===== src/rtl/rx_sampler.sv =====
// rx_sampler
//   Oversampling front end of the UART receiver. Counts prescaled clock
//   edges within each bit period, tracks the bit index inside the frame,
//   and resolves three mid-bit samples of the serial line into one bit per
//   bit period by majority vote.
//
//   Optional build macro:
//     RX_SAMPLER_SYNC_EN - RX_IN passes through a two-flop synchronizer
//                          (preset to 1 on Reset) before sampling.
//
//   Ports:
//     CLK          in   receiver clock (Prescale x baud)
//     Reset        in   synchronous, active-high reset
//     RX_IN        in   serial line, idle high
//     Prescale     in   oversampling ratio; 16 or 32, anything else acts as 8
//     sample_EN    in   high for the duration of a frame
//     edge_cnt     out  edge index within the current bit, 0..P-1
//     bit_cnt      out  bit index within the frame, start bit = 0
//     bit_done     out  combinational pulse on the last edge of each bit
//     sampled_bit  out  majority-voted bit value
//     sample_valid out  one-cycle strobe, sampled_bit just updated
module rx_sampler #(
    parameter int unsigned PRESCALE_W = 6,
    parameter int unsigned BIT_CNT_W  = 4
) (
    input  logic                  CLK,
    input  logic                  Reset,
    input  logic                  RX_IN,
    input  logic [PRESCALE_W-1:0] Prescale,
    input  logic                  sample_EN,
    output logic [PRESCALE_W-1:0] edge_cnt,
    output logic [BIT_CNT_W-1:0]  bit_cnt,
    output logic                  bit_done,
    output logic                  sampled_bit,
    output logic                  sample_valid
);

    logic [PRESCALE_W-1:0] p_eff;
    logic [PRESCALE_W-1:0] half;
    logic [PRESCALE_W-1:0] last_edge;
    logic                  rx_s;
    logic                  s0;
    logic                  s1;

    // Only 16 and 32 are honoured; every other code falls back to 8.
    always_comb begin
        p_eff = PRESCALE_W'(8);
        if (Prescale == PRESCALE_W'(16) || Prescale == PRESCALE_W'(32)) begin
            p_eff = Prescale;
        end
        half      = p_eff >> 1;
        last_edge = p_eff - PRESCALE_W'(1);
    end

`ifdef RX_SAMPLER_SYNC_EN
    logic rx_meta;
    logic rx_sync;

    always_ff @(posedge CLK) begin
        if (Reset) begin
            rx_meta <= 1'b1;
            rx_sync <= 1'b1;
        end else begin
            rx_meta <= RX_IN;
            rx_sync <= rx_meta;
        end
    end

    assign rx_s = rx_sync;
`else
    assign rx_s = RX_IN;
`endif

    assign bit_done = sample_EN & (edge_cnt == last_edge);

    always_ff @(posedge CLK) begin
        if (Reset) begin
            edge_cnt     <= '0;
            bit_cnt      <= '0;
            sampled_bit  <= 1'b1;
            sample_valid <= 1'b0;
            s0           <= 1'b1;
            s1           <= 1'b1;
        end else if (!sample_EN) begin
            // Partial samples in s0/s1 are simply abandoned; they are
            // overwritten before the next vote can use them.
            edge_cnt     <= '0;
            bit_cnt      <= '0;
            sample_valid <= 1'b0;
        end else begin
            if (edge_cnt == last_edge) begin
                edge_cnt <= '0;
                bit_cnt  <= bit_cnt + BIT_CNT_W'(1);
            end else begin
                edge_cnt <= edge_cnt + PRESCALE_W'(1);
            end

            if (edge_cnt == half - PRESCALE_W'(1)) begin
                s0 <= rx_s;
            end
            if (edge_cnt == half) begin
                s1 <= rx_s;
            end

            // Third sample is the live line value; vote happens here.
            sample_valid <= (edge_cnt == half + PRESCALE_W'(1));
            if (edge_cnt == half + PRESCALE_W'(1)) begin
                sampled_bit <= (s0 & s1) | (s0 & rx_s) | (s1 & rx_s);
            end
        end
    end

endmodule


===== config.mk =====
export PLATFORM = sky130hd
export DESIGN_NAME = rx_sampler
export DESIGN_NICKNAME = d
export VERILOG_FILES = /design/src/rtl/rx_sampler.sv
export SDC_FILE = /design/constraint.sdc
export NUM_CORES = 1
export LEC_CHECK = 0
export BUFFER_PORTS_ARGS = -buffer_cell sky130_fd_sc_hd__clkbuf_2
export CAP_MARGIN = 30
export CORE_UTILIZATION = 52
export CTS_CLUSTER_SIZE = 14
export DETAILED_ROUTE_END_ITERATION = 8
export PLACE_DENSITY = 0.77
export SYNTH_ARGS = -nofsm -noshare
export SYNTH_HDL_FRONTEND = slang
export SYNTH_SLANG_ARGS = --single-unit

===== constraint.sdc =====
create_clock -name CLK -period 2.3 [get_ports CLK]
set_input_delay 0.23 -clock CLK [delete_from_list [all_inputs] [get_ports CLK]]
set_output_delay 0.23 -clock CLK [all_outputs]
set_load 0.02 [all_outputs]

==> results of run 1 <==
==> per-layer routing <==
metal  vias up  track usage, %
met5         -               0
met4         0            12.7
met3         7            4.76
met2        22            33.4
met1       361            24.2
li1        426               -
==> power by group <==
part | internal (µW) | switching [µW] | leakage (µW)
clock network | 96.4 | 79.6 | 0.0000210
logic | 34.9 | 39.5 | 0.000387
registers | 245 | 3.87 | 0.000114
total | 376 | 123 | 0.000522
==> state kept, by name, summed over array words and instances (netlist names) <==
signal / flops
s0: 1
sample_valid: 1
s1: 1
edge_cnt: 6
bit_cnt: 4
sampled_bit: 1
==> worst max path at each step <==
stage,startpoint,to,slack [ps],depth (start not counted)
after floorplan,edge_cnt[3],sampled_bit,370,6
after global placement,Prescale[0],bit_done,280,6
after detailed placement,Prescale[0],bit_done,230,6
after CTS,edge_cnt[4],bit_done,110,5
after global routing,edge_cnt[4],bit_done,3,5
final,edge_cnt[4],bit_done,130,5
==> worst max-delay path, stage by stage, from the launching register on <==
cell	delay, ps
dfxtp_2	430
xor3_1	330
nor4_1	240
o221a_2	350
and2_1	150
clkbuf_2	160
==> metrics by stage <==
step / power, µW / worst slack [ps] / hold slack [ps] / util (%)
floorplan: 305 / 371 / 336 / -
global placement: 325 / 277 / 460 / 64.3
detailed placement: 328 / 229 / 472 / 64.3
CTS: 502 / 112 / 234 / 66.4
global route: 528 / 3.01 / 250 / 66.4
finish: 499 / 134 / 234 / 66.4
==> cell type report <==
class	count	area, µm²
Timing Repair Buffer	24	125
Sequential cell	14	282
Clock buffer	4	36.3
Inverter	3	11.3
Fill cell	157	593
Multi-Input combinational cell	92	686
Tap cell	25	31.3
==> cells in the mapped netlist, types with 2 or more instances <==
library cell / instances / area share [%]
dfxtp_1: 14 / 28
xnor2_1: 9 / 8.0
nor3b_1: 2 / 1.5
nor3_1: 3 / 1.5
nand2_1: 7 / 2.7
nand4_1: 3 / 1.9
inv_1: 3 / 1.1
conb_1: 2 / 0.76
nand3_1: 4 / 2.0
mux2i_1: 3 / 3.0
xor3_1: 2 / 4.8
and2b_2: 2 / 1.8
nor2_1: 12 / 4.6
nand2b_1: 3 / 1.9
xor2_1: 5 / 4.4
a211o_1: 2 / 1.8
ha_1: 6 / 7.6
and3_1: 3 / 1.9
==> cell families after synthesis <==
family	Yosys count	synth area share, %
DFF	14	28.3
adders and majority gates	7	8.60
buffers and inverters	6	4.68
and+or+nand+nor	48	28.2
xor gates and xnor gates	16	17.2
AOI/OAI and AO/OA	10	9.23
muxes	3	3.03
other	2	0.759
==> timing repair <==
action / 4_1_cts / 5_1_grt
gates resized for setup: 1 / 0
hold buffers: 0 / 0
endpoints found under the setup margin: 1 / 0
setup buffers: 0 / 0
==> Flow_metrics.wiki, run 1 <==
{| class="wikitable"
! Metric !! Value
|-
| Result of the run || complete, no violations
|-
| Cell Rows || 15
|-
| Layout cell share with drive strength beyond 1 || 27.7%
|-
| Cell Count Post-Placement || 158
|-
| Die Height || 45.6 µm
|-
| Destination of the worst register-to-register timing path || sampled_bit
|-
| Met3 WL post-DR || 93 µm
|-
| Power per Cell Area || 426 nW/µm²
|-
| Insertion delay of the later-clocked pin in the worst-skew pair || 280 ps
|-
| Count of unresolved DRC violations after routing || 0
|-
| Distinct cells, synth || 39
|-
| Clock edge transition at the registers on the reported setup and hold paths || 80 ps
|-
| Count of final max-slew check failures || 0
|-
| Remaining number of nets flagged by the antenna check after routing || 0
|-
| Root Driver || clkbuf_4
|-
| Crit path arrival time || 1940 ps
|-
| Max-cap violations || 0
|-
| Global Route Usage Sum || 20.6%
|-
| Maximum number of pins on one net before global-route repair || 10
|-
| Unrepaired setup endpoints after global routing || no
|-
| Commonest non-fill, non-tap cell in the layout || clkbuf_2
|-
| Antenna diode instance count || 0
|-
| Setup Total Neg Slack || 0 ps
|-
| First-pass iteration count of the detailed router || 4
|-
| Commonest cells after routing, fill and taps aside || clkbuf_2, dfxtp_1, nor2_1
|-
| Yosys warnings || 0
|-
| Die Span X || 45.6 µm
|-
| Fmax || 462 MHz
|-
| Final net count || 154
|-
| Final wirelength || 1860 µm
|-
| Met2 WL || 884 µm
|-
| Top layer used by detailed routing || met4
|-
| Detail Placement HPWL || 1490 µm
|-
| Non-filler cells, final || 162
|-
| Final number of hold-violating endpoints || 0
|-
| Core area || 1760 µm²
|-
| Start of the worst register-to-register path || edge_cnt[4]
|-
| Element type at the critical path end || output pin
|-
| Terminating pin of the worst hold path || sampled_bit
|-
| Number of flops mapped to enable cells by yosys || 0
|-
| R2r worst-path depth || 5
|-
| Number of antenna violations at the first check in global routing || 0
|-
| Cells after Synth || 106
|-
| H-tree level count || 1
|-
| Min-Delay Path Class || primary input to register
|-
| Per-cell via count in the routed design || 5.04
|-
| Layout Cell Area excl Fill || 1170 µm²
|-
| Number of buffers added by the clock tree synthesis step || 3
|-
| Critical Path Start Type || register
|-
| I/O pins || 23
|-
| Peak supply drop || 375 µV
|-
| GRT overflow || 0
|-
| Number of port buffers || 22
|-
| Share of the clock period used by the worst path after layout || 94.2%
|-
| Final Setup Violations || 0
|-
| Detailed router's first-iteration violation count || 23
|-
| Asr flop ratio synth || 0%
|-
| R2r setup slk || 530 ps
|-
| Routability congestion estimate from global placement || 0.800
|-
| Period minus WS final || 2170 ps
|-
| Effective utilization at floorplan || 56.1%
|-
| Post-synthesis sequential element count || 14
|-
| Area delta synth->final || 18.3%
|-
| Leakage || 0.000522 µW
|-
| Data required time of the critical path || 2070 ps
|-
| Portion of the post-synthesis area used by sequential elements || 28.3%
|-
| Worst hold stages || 2
|-
| Peak fanout along the critical path || 8
|-
| Clk_skew || 1.27 ps
|-
| Routed via count || 816
|-
| Post-Synthesis Mean Instance Area || 9.34 µm²
|-
| Clock Sink Count || 14
|-
| Post-Synthesis Cell Area || 990 µm²
|-
| Clock tree from TritonCTS || done
|-
| Startpoint of the lowest-slack hold path || Reset
|-
| Post-route met1 wirelength || 832 µm
|-
| Wire per inst || 11.5 µm
|-
| Area enclosed by the die boundary || 2080 µm²
|-
| Bufs on Longest Clock Path || 2
|-
| Type of the setup path with the least slack || register to output pin
|-
| First-pass GRT wire length || 3070 µm
|-
| Placed inst area || 1130 µm²
|-
| Vias in the first global route || 720
|-
| Ys flop type || dfxtp_1
|}
Note: power is estimated with default switching activity, not from simulation.
==> run 2: changes to the inputs <==
--- a/config.mk
+++ b/config.mk
@@ -5,12 +5,14 @@
 export SDC_FILE = /design/constraint.sdc
 export NUM_CORES = 1
 export LEC_CHECK = 0
+export ABC_AREA = 1
 export BUFFER_PORTS_ARGS = -buffer_cell sky130_fd_sc_hd__clkbuf_2
 export CAP_MARGIN = 30
-export CORE_UTILIZATION = 52
+export CORE_UTILIZATION = 54
 export CTS_CLUSTER_SIZE = 14
 export DETAILED_ROUTE_END_ITERATION = 8
-export PLACE_DENSITY = 0.77
+export PLACE_DENSITY = 0.79
+export REMOVE_ABC_BUFFERS = 1
 export SYNTH_ARGS = -nofsm -noshare
 export SYNTH_HDL_FRONTEND = slang
 export SYNTH_SLANG_ARGS = --single-unit
==> run 2 against run 1 <==
Register-to-register slack gained 250 ps. Total power fell by 3.3%. Utilization increased by 0.26 points. Setup slack improved by 160 ps. Sequential power barely moved. Non-clock buffer count fell by 2. Area after synthesis rose by 14%. Critical path type unchanged. Critical path depth grew 4. Largest cell class unchanged. First-iteration DRC count is 35% higher. Global-route usage rose by 4.7 points. Highest routed layer unchanged. Die area increased by 9.1%. Combinational power is 28% higher.
==> Flow_metrics.wiki, run 2 <==
{| class="wikitable"
! Metric !! Value
|-
| Detail Placement HPWL || 2090 µm (+40%)
|-
| Final net count || 213 (+38%)
|-
| Number of flops mapped to enable cells by yosys || 0 (unchanged)
|-
| Cells after Synth || 165 (+56%)
|-
| Reported net switching power || 143 µW (+17%)
|-
| Multiplexer fraction of the synthesized cell area || 0% (-3.0 points)
|-
| Biggest area contributors in the synthesized netlist || dfxtp_1, nand2_1, nand3_1
|-
| Global Route Usage Sum || 25.2% (+4.7 points)
|-
| Effective utilization at floorplan || 57.4% (+1.3 points)
|-
| Number of buffers inserted by post-CTS setup repair || 0 (unchanged)
|-
| Portion of the post-synthesis area used by sequential elements || 24.9% (-3.4 points)
|-
| Unrepaired setup endpoints after global routing || no
|-
| First-pass iteration count of the detailed router || 5 (+1)
|-
| Clock Sink Count || 14 (unchanged)
|-
| Largest registers || edge_cnt (6), bit_cnt (4)
|-
| Placed inst area || 1280 µm² (+13%)
|-
| Wire per inst || 11.3 µm (-1.0%)
|-
| Core area || 1960 µm² (+11%)
|-
| Design Power || 482 µW (-3.3%)
|-
| Final number of hold-violating endpoints || 0 (unchanged)
|-
| Post-CTS resize count || 0 (-1)
|-
| Remaining number of nets flagged by the antenna check after routing || 0 (unchanged)
|-
| Type of the setup path with the least slack || register to output pin
|-
| Bufs on Longest Clock Path || 2 (unchanged)
|-
| I/O pins || 23 (unchanged)
|-
| Cell Rows || 16 (+1)
|-
| Main combinational cell family by area after synthesis || simple AND/OR/NAND/NOR gates
|-
| Fraction of synthesized cell area taken by the top area cell type || 24.9% (-3.4 points)
|-
| Period minus WS final || 2010 ps (-158 ps)
|-
| Distinct cells, synth || 24 (-38%)
|-
| Routed via count || 1132 (+39%)
|-
| Register bank with the most flops || edge_cnt
|-
| Post-synthesis sequential element count || 14 (unchanged)
|-
| Share of synthesized cell area in and, or, nand and nor gates || 47.8% (+20 points)
|-
| Number of port buffers || 22 (unchanged)
|-
| Proportion of power drawn by combinational gates || 19.7% (+4.8 points)
|-
| Min-Delay Path Class || primary input to register
|-
| Commonest non-fill, non-tap cell in the layout || nand2_1
|-
| Final wirelength || 2520 µm (+36%)
|-
| Clk_skew || 7.06 ps (+5.79 ps)
|-
| Post-synthesis adder-cell area fraction || 7.56% (-1.0 points)
|-
| Element type at the critical path end || output pin
|-
| Asr flop ratio synth || 0% (unchanged)
|-
| H-tree level count || 1 (unchanged)
|-
| Setup Total Neg Slack || 0 ps (unchanged)
|-
| Yosys warnings || 0 (unchanged)
|-
| Clock edge transition at the registers on the reported setup and hold paths || 80 ps (about the same)
|-
| Clock tree from TritonCTS || done
|-
| Number of antenna violations at the first check in global routing || 0 (unchanged)
|-
| Post-Synthesis Mean Instance Area || 6.82 µm² (-27%)
|-
| Power per Cell Area || 369 nW/µm² (-13%)
|-
| Maximum number of pins on one net before global-route repair || 9 (-1)
|-
| Count of final max-slew check failures || 0 (unchanged)
|-
| Critical Path Start Type || register
|-
| Largest register FFs || 6 (unchanged)
|-
| Leading area contributor after synthesis || dfxtp_1
|-
| Detailed router's first-iteration violation count || 31 (+35%)
|-
| Layout cell share with drive strength beyond 1 || 27.2% (-0.56 points)
|-
| Max-cap violations || 0 (unchanged)
|-
| Most numerous cell types in the synthesized netlist || nand2_1, nand3_1, inv_1, nor2_1, dfxtp_1
|-
| Number of buffers added by the clock tree synthesis step || 3 (unchanged)
|-
| Switching power as a share of total power || 29.7% (+5.1 points)
|-
| Data required time of the critical path || 2070 ps (about the same)
|-
| # hold bufs at CTS || 0 (unchanged)
|-
| Peak supply drop || 375 µV (-0.15%)
|-
| Number of filler instances in the final layout || 189 (+20%)
|-
| Routability congestion estimate from global placement || 0.842 (+5.3%)
|-
| Crit path arrival time || 1780 ps (-160 ps)
|-
| Destination of the worst register-to-register timing path || edge_cnt[0]
|-
| Antenna diode instance count || 0 (unchanged)
|-
| Terminating pin of the worst hold path || sample_valid
|-
| Share of the clock period used by the worst path after layout || 87.3% (-6.9 points)
|-
| R2r worst-path depth || 9 (+4)
|-
| Ys flop type || dfxtp_1
|-
| Insertion delay of the later-clocked pin in the worst-skew pair || 290 ps (about the same)
|-
| Leakage || 0.000643 µW (+23%)
|-
| Internal portion of total power || 339 µW (-9.8%)
|-
| Final Setup Violations || 0 (unchanged)
|-
| Root Driver || clkbuf_4
|-
| Worst hold stages || 2 (unchanged)
|-
| Die Height || 47.7 µm (+4.5%)
|-
| Area enclosed by the die boundary || 2270 µm² (+9.1%)
|-
| Cell with the most instances after synthesis || nand2_1
|-
| Start of the worst register-to-register path || edge_cnt[2]
|-
| Clock group share of total power || 28.5% (-6.8 points)
|-
| Post-Synthesis Cell Area || 1130 µm² (+14%)
|-
| Result of the run || complete, no violations
|-
| Commonest cells after routing, fill and taps aside || nand2_1, nand3_1, clkbuf_2
|-
| GRT overflow || 0 (unchanged)
|-
| Fraction of the mapped netlist area in compound gates || 2.67% (-6.6 points)
|-
| Count of unresolved DRC violations after routing || 0 (unchanged)
|-
| Vias in the first global route || 944 (+31%)
|-
| Synthesized-area fraction occupied by xor and xnor cells || 7.44% (-9.7 points)
|-
| First-pass GRT wire length || 3910 µm (+27%)
|-
| Fmax || 498 MHz (+7.9%)
|-
| R2r setup slk || 780 ps (+250 ps)
|-
| Peak fanout along the critical path || 8 (unchanged)
|-
| Share of total power in sequential cells || 51.7% (+1.9 points)
|-
| Layout Cell Area excl Fill || 1310 µm² (+12%)
|-
| Startpoint of the lowest-slack hold path || Reset
|-
| Area delta synth->final || 16.1%
|-
| Per-cell via count in the routed design || 5.10 (+1.2%)
|-
| Die Span X || 47.7 µm (+4.5%)
|}
run 2: cell count changes in the layout (fill, tap and decap cells not counted), moves of 4 or more:
| cell | previous run | this run |
|---|---|---|
| nand2_1 | 7 | 33 |
| inv_1 | 3 | 21 |
| nand3_1 | 4 | 22 |
| nor2_2 | 0 | 7 |
| xnor2_1 | 9 | 2 |
| nand2_2 | 0 | 6 |
| nor2_1 | 12 | 17 |
| inv_2 | 0 | 4 |
| nor2_4 | 0 | 4 |
run 2: metrics by stage:
stage	setup WS (ps)	cells	utilization (%)	hold slack [ps]
global placement	687	219	65.5	425
global route	164	222	66.6	133
floorplan	553	170	-	302
finish	292	222	66.6	120
CTS	314	222	66.6	122
detailed placement	626	219	65.5	425
run 2: logic make-up (layout without fill, tap and decap cells):
group | count (synthesis) | count (layout)
AOI/OAI and AO/OA | 6 | 6
xor gates and xnor gates | 8 | 8
and+or+nand+nor | 102 | 102
adders and majority gates | 7 | 7
buffers and inverters | 26 | 50
other | 2 | 8
DFF | 14 | 14
run 2: power by group through the flow:
stage / Sequential, µW / Clock (µW) / Combinational (µW)
after detailed placement: 255 / 0 / 92.0
after global placement: 255 / 0 / 88.2
after CTS: 250 / 139 / 92.4
after floorplan: 257 / 0 / 64.1
after global routing: 250 / 148 / 106
final: 250 / 138 / 95.1
run 2: worst max-delay path, cell delays in order, from the launching register on:
cell,delay [ps]
dfxtp_1,500
inv_2,100
nand2_1,70
nand2_1,50
nor3_2,190
inv_1,90
nor2_4,120
nand3_4,110
nor2_1,100
clkbuf_2,170
run 2: layout make-up:
| type | instances | area (µm²) | share of cell area (%) |
|---|---|---|---|
| multi-input combinational | 131 | 767 | 58.7 |
| sequential | 14 | 280 | 21.4 |
| timing repair buffer | 22 | 110 | 8.42 |
| inverter | 25 | 93.8 | 7.18 |
| tap | 27 | 33.8 | 2.58 |
| clock buffer | 3 | 22.5 | 1.72 |
run 2: worst max-delay path by stage:
stage | slack, ps | start | endpoint
final | 290 | edge_cnt[2] | bit_done
after CTS | 310 | edge_cnt[2] | bit_done
after global routing | 160 | edge_cnt[2] | bit_done
after global placement | 690 | edge_cnt[2] | bit_done
after floorplan | 550 | edge_cnt[2] | bit_done
after detailed placement | 630 | edge_cnt[2] | bit_done
run 2: layer usage:
metal | track usage (%) | wire [µm]
met1 | 28.8 | 1080
met2 | 44.4 | 1230
met3 | 8.68 | 169
met4 | 7.78 | 43
met5 | 0 | 0
==> run 3: changes to the inputs <==
--- a/config.mk
+++ b/config.mk
@@ -5,13 +5,13 @@
 export SDC_FILE = /design/constraint.sdc
 export NUM_CORES = 1
 export LEC_CHECK = 0
-export ABC_AREA = 1
 export BUFFER_PORTS_ARGS = -buffer_cell sky130_fd_sc_hd__clkbuf_2
 export CAP_MARGIN = 30
-export CORE_UTILIZATION = 54
+export CORE_UTILIZATION = 52
+export CTS_BUF_LIST = sky130_fd_sc_hd__clkbuf_4 sky130_fd_sc_hd__clkbuf_8 sky130_fd_sc_hd__clkbuf_16
 export CTS_CLUSTER_SIZE = 14
 export DETAILED_ROUTE_END_ITERATION = 8
-export PLACE_DENSITY = 0.79
+export PLACE_DENSITY = 0.77
 export REMOVE_ABC_BUFFERS = 1
 export SYNTH_ARGS = -nofsm -noshare
 export SYNTH_HDL_FRONTEND = slang
==> run 3 against run 2 <==
Cell count is 27% lower. Utilization decreased by 0.19 points. Via count fell by 26%. Sequential cell count stayed put. Sequential share of layout area up 2.6 points. Highest routed layer unchanged.
==> Flow_metrics.wiki, run 3 (same netlist as run 1, synthesis figures left out) <==
{| class="wikitable"
! Metric !! Value
|-
| Result of the run || complete, no violations
|-
| Final net count || 156 (-27%)
|-
| Cell Rows || 15 (-1)
|-
| # hold bufs at CTS || 0 (unchanged)
|-
| Number of antenna violations at the first check in global routing || 0 (unchanged)
|-
| Commonest non-fill, non-tap cell in the layout || clkbuf_2
|-
| Root Driver || clkbuf_4
|-
| Area delta synth->final || 18.5%
|-
| Antenna diode instance count || 0 (unchanged)
|-
| Clock edge transition at the registers on the reported setup and hold paths || 70 ps (about the same)
|-
| Peak fanout along the critical path || 8 (unchanged)
|-
| Die Height || 45.6 µm (-4.3%)
|-
| Final wirelength || 1890 µm (-25%)
|-
| Critical path's largest stage delay || 430 ps (-70 ps)
|-
| Remaining number of nets flagged by the antenna check after routing || 0 (unchanged)
|-
| Power per Cell Area || 389 nW/µm² (+5.3%)
|-
| Count of buffering cells on the critical path with inverters included || 1 (-2)
|-
| Count of final max-slew check failures || 0 (unchanged)
|-
| Effective utilization at floorplan || 56.1% (-1.3 points)
|-
| Core area || 1760 µm² (-10%)
|-
| GRT overflow || 0 (unchanged)
|-
| Per-cell via count in the routed design || 5.12 (+0.46%)
|-
| Bufs on Longest Clock Path || 2 (unchanged)
|-
| Crit path arrival time || 1900 ps (+120 ps)
|-
| Min-Delay Path Class || primary input to register
|-
| Peak supply drop || 307 µV (-18%)
|-
| Number of port buffers || 22 (unchanged)
|-
| Critical Path Start Type || register
|-
| First-pass iteration count of the detailed router || 4 (-1)
|-
| Detail Placement HPWL || 1490 µm (-29%)
|-
| Clk_skew || 2.36 ps (-4.71 ps)
|-
| Layout cell share with drive strength beyond 1 || 28.3% (+1.1 points)
|-
| H-tree level count || 1 (unchanged)
|-
| Element type at the critical path end || output pin
|-
| Area enclosed by the die boundary || 2080 µm² (-8.4%)
|-
| Period minus WS final || 2130 ps (+127 ps)
|-
| Routed via count || 835 (-26%)
|-
| Clock tree from TritonCTS || done
|-
| Insertion delay of the later-clocked pin in the worst-skew pair || 270 ps (-20 ps)
|-
| Commonest cells after routing, fill and taps aside || clkbuf_2, dfxtp_1, nor2_1
|-
| Type of the setup path with the least slack || register to output pin
|-
| Routability congestion estimate from global placement || 0.856 (+1.6%)
|-
| Data required time of the critical path || 2070 ps (about the same)
|-
| Fmax || 468 MHz (-5.9%)
|-
| Wire per inst || 11.6 µm (+2.4%)
|-
| Count of unresolved DRC violations after routing || 0 (unchanged)
|-
| Clock Sink Count || 14 (unchanged)
|-
| Share of the clock period used by the worst path after layout || 92.8% (+5.5 points)
|-
| Chain of cells forming the critical path || xor3_1 -> nor4_1 -> o221a_2 -> and2_1 -> clkbuf_2
|-
| Die Span X || 45.6 µm (-4.3%)
|-
| Final number of hold-violating endpoints || 0 (unchanged)
|-
| Vias in the first global route || 731 (-23%)
|-
| Number of filler instances in the final layout || 157 (-17%)
|-
| First-pass GRT wire length || 3010 µm (-23%)
|-
| Largest register FFs || 6 (unchanged)
|-
| Number of buffers added by the clock tree synthesis step || 3 (unchanged)
|-
| WHS || 242 ps (+121 ps)
|-
| I/O pins || 23 (unchanged)
|-
| Final Setup Violations || 0 (unchanged)
|-
| Critical path's slowest cell || dfxtp_2
|-
| Leakage || 0.000526 µW (-18%)
|-
| Register bank with the most flops || edge_cnt
|-
| Maximum number of pins on one net before global-route repair || 10 (+1)
|-
| Unrepaired setup endpoints after global routing || no
|-
| Setup Total Neg Slack || 0 ps (unchanged)
|-
| Detailed router's first-iteration violation count || 8 (-74%)
|-
| Top delay family on crit path || flip-flops
|-
| Max-cap violations || 0 (unchanged)
|-
| Global Route Usage Sum || 20.4% (-4.9 points)
|-
| Largest registers || edge_cnt (6), bit_cnt (4)
|}
run 3: layout make-up:
| class | count | area, µm² | share of cell area [%] |
|---|---|---|---|
| Multi-Input combinational cell | 92 | 686 | 58.5 |
| Sequential cell | 14 | 282 | 24.0 |
| Timing Repair Buffer | 26 | 140 | 12.0 |
| Tap cell | 25 | 31.3 | 2.67 |
| Clock buffer | 3 | 22.5 | 1.92 |
| Inverter | 3 | 11.3 | 0.961 |
run 3: final timing paths:
path / from / to / slack, ps / cells after the start
min reg2reg: bit_cnt[3] / bit_cnt[3] / 470 / 2
max: edge_cnt[4] / bit_done / 170 / 5
max reg2reg: edge_cnt[4] / edge_cnt[2] / 450 / 6
min: Reset / sampled_bit / 240 / 2
run 3: metrics by stage:
| stage | instances | total power [µW] | util, % | worst slack (ps) | instance area (µm²) |
|---|---|---|---|---|---|
| after floorplan | 109 | 305 | - | 345 | 977 |
| after global placement | 158 | 325 | 64.3 | 274 | 1130 |
| after detailed placement | 158 | 327 | 64.3 | 225 | 1130 |
| after CTS | 161 | 455 | 65.6 | 112 | 1160 |
| after global routing | 163 | 476 | 66.5 | 64.8 | 1170 |
| final | 163 | 456 | 66.5 | 165 | 1170 |
run 3: layer usage:
layer	global-route usage, %	vias to the layer above	wire length, µm
met5	0	-	0
met4	8.48	0	12
met3	5.16	2	70
met2	35.7	19	973
met1	23.1	385	834
li1	-	429	-
run 3: timing repair:
action,CTS,global route
resized for setup,1,0
setup buffers,0,2
endpoints found under the setup margin,1,1
pin swaps,0,1
run 3: where the power goes:
group	switching [µW]	total [µW]	leakage [µW]	internal [µW]
registers	3.89	249	0.000114	245
clock network	70.5	131	0.0000138	60.7
logic	40.0	76.0	0.000398	36.0
